### src/rtl/uart_rx_control.sv
// uart_rx_control: oversampling 8N1 UART receiver with holding register, ready handshake and sticky error flags
module uart_rx_control #(
  parameter int word_size    = 8,
  parameter int clks_per_bit = 16
) (
  input  logic                 clk,
  input  logic                 rst_b,
  input  logic                 serial_in,
  input  logic                 data_read,
  output logic [word_size-1:0] rcv_data,
  output logic                 data_ready,
  output logic                 framing_err,
  output logic                 overrun_err
);
  localparam int cw = $clog2(clks_per_bit);
  localparam int iw = $clog2(word_size + 1);
  typedef enum logic [1:0] {idle, start, data, stop} state_t;
  state_t               r_state;
  logic [1:0]           r_sync;
  logic                 r_rx_d;
  logic [cw-1:0]        r_cnt;
  logic [iw-1:0]        r_idx;
  logic [word_size-1:0] r_sh;
  logic                 w_rx_s, w_half, w_full, w_stop, w_load;
  assign w_rx_s = r_sync[1];
  assign w_half = r_cnt == cw'(clks_per_bit / 2 - 1);
  assign w_full = r_cnt == cw'(clks_per_bit - 1);
  assign w_stop = r_state == stop && w_full;
  assign w_load = w_stop && w_rx_s && (!data_ready || data_read);
  always_ff @(posedge clk or negedge rst_b)
    if (!rst_b) begin
      r_sync  <= 2'b11;
      r_rx_d  <= 1'b1;
      r_state <= idle;
      r_cnt   <= '0;
      r_idx   <= '0;
      r_sh    <= '0;
    end else begin
      r_sync <= {r_sync[0], serial_in};
      r_rx_d <= w_rx_s;
      case (r_state)
        idle: begin
          r_cnt <= '0;
          if (r_rx_d && !w_rx_s) r_state <= start;
        end
        start: begin
          r_cnt <= r_cnt + 1'b1;
          if (w_half) begin
            r_cnt   <= '0;
            r_idx   <= '0;
            r_state <= w_rx_s ? idle : data;
          end
        end
        data: begin
          r_cnt <= r_cnt + 1'b1;
          if (w_full) begin
            r_cnt <= '0;
            r_sh  <= {w_rx_s, r_sh[word_size-1:1]};
            r_idx <= r_idx + 1'b1;
            if (r_idx == iw'(word_size - 1)) r_state <= stop;
          end
        end
        stop: begin
          r_cnt <= r_cnt + 1'b1;
          if (w_full) r_state <= idle;
        end
        default: r_state <= idle;
      endcase
    end
  // a load coinciding with data_read wins over the clear
  always_ff @(posedge clk or negedge rst_b)
    if (!rst_b) begin
      rcv_data    <= '0;
      data_ready  <= 1'b0;
      framing_err <= 1'b0;
      overrun_err <= 1'b0;
    end else begin
      rcv_data    <= w_load ? r_sh : rcv_data;
      data_ready  <= w_load | (data_ready & ~data_read);
      framing_err <= (w_stop & ~w_rx_s) | (framing_err & ~data_read);
      overrun_err <= (w_stop & w_rx_s & data_ready & ~data_read) | (overrun_err & ~data_read);
    end
endmodule

### config.mk
export PLATFORM = sky130hd
export DESIGN_NAME = uart_rx_control
export DESIGN_NICKNAME = d
export VERILOG_FILES = /design/src/rtl/uart_rx_control.sv
export SDC_FILE = /design/constraint.sdc
export NUM_CORES = 1
export LEC_CHECK = 0
export BUFFER_PORTS_ARGS = -buffer_cell sky130_fd_sc_hd__buf_4
export CAP_MARGIN = 20
export CORE_AREA = 2 2 51 53
export DETAILED_ROUTE_END_ITERATION = 10
export DIE_AREA = 0 0 53 55
export PLACE_DENSITY_LB_ADDON = 0.1
export SETUP_SLACK_MARGIN = 0.4
export SLEW_MARGIN = 20
export SYNTH_ARGS = -nofsm -noshare
export SYNTH_HDL_FRONTEND = slang
export SYNTH_SLANG_ARGS = --single-unit
### constraint.sdc
create_clock -name clk -period 4.4 [get_ports clk]
set_input_delay 0.44 -clock clk [delete_from_list [all_inputs] [get_ports clk]]
set_output_delay 0.44 -clock clk [all_outputs]
set_load 0.01 [all_outputs]
== Word level (Yosys, flattened, before mapping) ==
Index checks and enable logic that the tools add are counted.

* Bits in registers: 32
* Bits of input ports: 4
* Word-level logic and storage cells: 60

* Add/sub/neg operators: 2
* Equality and inequality tests: 11
* Multiplexer cells: 13
* Bitwise logic cells: 12
* Reduce and logical (&&, ||, !) cells: 12

{| class="wikitable"
|+ Operators by type and width
! operator !! number
|-
| 2-to-1 mux 4 bit || 4
|-
| one-hot mux 4 bit (4 select lines) || 1
|-
| 2-to-1 mux 2 bit || 6
|-
| != test 2 bit, second input constant || 5
|-
| adder 4 x 1 -> 4 bit, second input constant || 2
|-
| == test 4 x 3 -> 1 bit, second input constant || 2
|-
| one-hot mux 2 bit (4 select lines) || 1
|-
| one-hot mux 4 bit (2 select lines) || 1
|-
| bitwise AND 1 bit || 7
|-
| AND reduction 5 bit || 1
|-
| == test 2 bit, second input constant || 2
|-
| == test 4 bit, second input constant || 1
|-
| logical AND 1 bit || 4
|-
| bitwise OR 1 bit || 3
|-
| AND reduction 3 bit || 1
|-
| == test 2 x 1 -> 1 bit, second input constant || 1
|-
| zero test 1 bit || 2
|-
| zero test 2 bit || 1
|-
| inverter 1 bit || 2
|-
| AND reduction 2 bit || 1
|-
| nonzero test 2 bit || 1
|-
| logical OR 1 bit || 1
|}

== Longest topological paths before layout ==
* Depth in word-level cells: 6
* Depth in mapped cells: 5
* Mapped depth without buffers: 4

== Worst setup path before layout ==
No wires, ideal clock.

* Kind: reg2reg
* Start: register r_cnt[0]
* End: register rcv_data[0]
* Setup time: 0.125 ns
* Data arrival time: 1.476 ns
* Required time: 4.275 ns
* Setup slack: 2.800 ns
* Cell stages (with the launch flop): 6
* Buffers on the path: 1
* Clock period less this slack: 1.600 ns
* Path through: dfrtp_1 > ha_1 > and3_1 > o211a_1 > buf_2 > mux2_2

* Word-level cells in the longest chain between the ends: 4

{| class="wikitable"
|+ RTL lines
! item !! RTL line !! source
|-
| start: declaration || 21 || <nowiki>logic [cw-1:0] r_cnt;</nowiki>
|-
| start signal: assignment || 47 || <nowiki>r_cnt <= r_cnt + 1'b1;</nowiki>
|-
| start signal: assignment || 55 || <nowiki>r_cnt <= r_cnt + 1'b1;</nowiki>
|-
| start signal: assignment || 64 || <nowiki>r_cnt <= r_cnt + 1'b1;</nowiki>
|-
| == test 4 bit || 27 || <nowiki>assign w_full = r_cnt == cw'(clks_per_bit - 1);</nowiki>
|-
| logical AND 1 bit || 28 || <nowiki>assign w_stop = r_state == stop && w_full;</nowiki>
|-
| logical AND 1 bit (2 in series) || 29 || <nowiki>assign w_load = w_stop && w_rx_s && (!data_ready || data_read);</nowiki>
|-
| end signal: assignment || 78 || <nowiki>rcv_data <= w_load ? r_sh : rcv_data;</nowiki>
|-
| end: declaration || 10 || <nowiki>output logic [word_size-1:0] rcv_data,</nowiki>
|}

No other way between the ends.
A chain may end at the register's enable or synchronous reset.

== Worst setup path after layout ==
* Start: register r_cnt[0]
* End: register rcv_data[4]

Same word-level chain as after synthesis.

==> metrics.txt <==
status=complete, no violations; # resized after CTS=0; clock-pin slew of the registers on the worst-case setup and hold paths=0.10 ns; Yosys cell types=34; hold_buf cts=0; max-slew violations=0; Ys Warns=0; Worst-Skew Late Latency=roughly 0.33 ns; Final HPWL DP=between 1000 and 1500 um; Mapped Area=~1300 sq um; area leader, netlist=dfrtp_1; Core Box Area=2360 sq um; layout cell share with drive strength beyond 1=0.352; total number of vias=865; Vias/cell=5.69; Syn Inst Count=105; FP Rows=18; largest cells by area after synthesis=dfrtp_1, mux2_2, dfstp_2, nor2_1, ha_1; critical-path maximum fanout=8; Setup TNS=0 ns; # IOs=15; largest net degree at the start of global routing=33; RD Place Congestion=0.749; final setup fails=0; Root Driver=clkbuf_4; final core utilization=0.641; #FFs+latches synth=32; DR pass1 iterations=4; clock sink total=32; EDFF count, synth=0; number of routed nets with antenna violations=0; Die Area=2920 sq um; Pwr Density=about 430 nW/um^2; top cells by count, synth=dfrtp_1, mux2_2, nor2_1, inv_1; TritonCTS clock tree=yes; ant diodes=0; area grow syn2layout=12.5%; Fmax=0.551 GHz; Critical Path Sink Type=flop; min Tclk post-route=1.81 ns; worst vdd ir=0.000291 V; Routed WL per cell=14.4 um; Placed Cells=145; Yosys top cell area share=0.539; Die Wd=53 um; H-tree depth=2; initial antenna violation count=0; LEAKAGE=roughly 0.74 nW; Finished Layout Cells=152; dpl cell area=between 1000 and 1500 sq um; WS Path Type=reg2reg; final instance area=1520 sq um; first-pass GRT wire length=approximately 3700 um; Hold Vio Cnt, Final=0; post-route clock skew=0.00919 ns; most common cell in the netlist=dfrtp_1; initial core utilization=0.569; CP required=between 4 and 5 ns; post-CTS setup buffers=0; Synth Area per Inst=12.8 sq um; ys async rst share=1.00; DR DRC count=0; Worst slew margin=0.703; Tcrit/Tclk final=0.412; Least-Margin Pin Slew=0.446 ns; CTS Buf Count=5; routed wire length=2190 um; vias in the first global route=845; Worst Hold Class=in2async; drt first-iter violations=15; data arrival time of the worst path=2.03 ns; gr usage total=0.189; Final nets=128; # port buffers=14; RSZ-0062 raised after global routing=no; top_reg_cell synth=dfrtp_1; Startpoint Class=flop; Pwr Total=0.000651 W; grt ovf=0; die height=approximately 55 um; clk buf depth=2; sequential area share after synthesis=0.598; Max Cap Viol=0; Fillers=186; syn_nets=111
## cells by family after synthesis
kind of cell	count (synthesis)	synth area share
flip-flops	32	0.598
multiplexers	19	0.158
AO/OA/AOI/OAI	15	0.0809
adder cells (fa/ha/maj)	2	0.0186
XOR/XNOR	3	0.0195
AND/OR/NAND/NOR	25	0.0967
buffers and inverters	9	0.0288
## worst max-delay path: stages (launching register included)
cell and delay [ns]:
dfrtp_1 0.39, ha_1 0.28, and3_1 0.28, o211a_1 0.37
mux2_2 0.38
## path summary, 6_finish.rpt
check                          start     endpoint  slack (ns)  depth (start not counted)
max                         r_cnt[0]  rcv_data[4]        2.59                          4
min                            rst_b     r_idx[1]        0.02                          1
max reg2reg                 r_cnt[0]  rcv_data[4]        2.59                          4
min reg2reg                r_sync[0]    r_sync[1]        0.36                          0
max in group asynchronous      rst_b       r_rx_d        4.06                          1
min in group clk           serial_in    r_sync[0]        0.21                          1
## registers in the layout (all words and copies together) (netlist names), named ones only
signal,cells
r_cnt,4
r_state,1
overrun_err,1
data_ready,1
framing_err,1
r_rx_d,1
r_sh,8
rcv_data,8
r_idx,4
r_sync,2
## per-stage QoR
step                      hold slack, ns  worst slack (ns)
final                             0.0159              2.59
after global routing              0.0331              2.49
after CTS                         0.0174              2.58
after detailed placement           0.352              2.60
after global placement             0.347              2.63
after floorplan                    0.144              2.80
## power by group
group / switching (W) / internal [W]
Combinational: 0.0000567 / 0.0000532
Clock: 0.0000963 / 0.0000587
Sequential: 0.0000601 / 0.000326
## per-layer routing
layer	wire length [um]	vias up	track usage
li1	-	412	-
met1	1040	427	0.229
met2	987	19	0.281
met3	114	7	0.0887
met4	53	0	0.103
met5	0	-	0
## area by class of cell
class | count | area (sq um) | share of cell area
Timing Repair Buffer | 14 | 105 | 0.0694
Tap cell | 30 | 37.5 | 0.0248
Sequential cell | 32 | 805 | 0.531
Multi-Input combinational cell | 64 | 503 | 0.332
Clock buffer | 6 | 41.3 | 0.0273
Inverter | 5 | 18.8 | 0.0124
Clock inverter | 1 | 5.00 | 0.00330
## cell usage in the layout, fill, tap and decap left out
| cell type | instances |
|---|---|
| clkbuf_4 | 5 |
| nand4_2 | 1 |
| a211oi_1 | 1 |
| xor2_1 | 1 |
| a41oi_1 | 1 |
| o22ai_1 | 1 |
| o32ai_1 | 1 |
| nor3b_1 | 1 |
| ha_1 | 2 |
| o21ai_0 | 3 |
| xnor2_1 | 2 |
| nor2_1 | 8 |
| a31oi_1 | 1 |
| dfstp_2 | 3 |
| o31ai_1 | 2 |
| and3_1 | 2 |
| o211a_1 | 1 |
| or4_1 | 2 |
| mux2i_1 | 1 |
| o32a_1 | 1 |
| dfrtp_1 | 29 |
| clkinv_2 | 1 |
| a21oi_1 | 1 |
| mux2_2 | 18 |
| nor4_1 | 1 |
| clkbuf_1 | 1 |
| inv_1 | 5 |
| buf_4 | 14 |
| a2bb2oi_1 | 1 |
| nor3_1 | 1 |
| nand2_1 | 4 |
| o211ai_1 | 1 |
| nor2_2 | 1 |
| nand3_1 | 4 |
No activity file was read; power rests on OpenSTA's default activity.
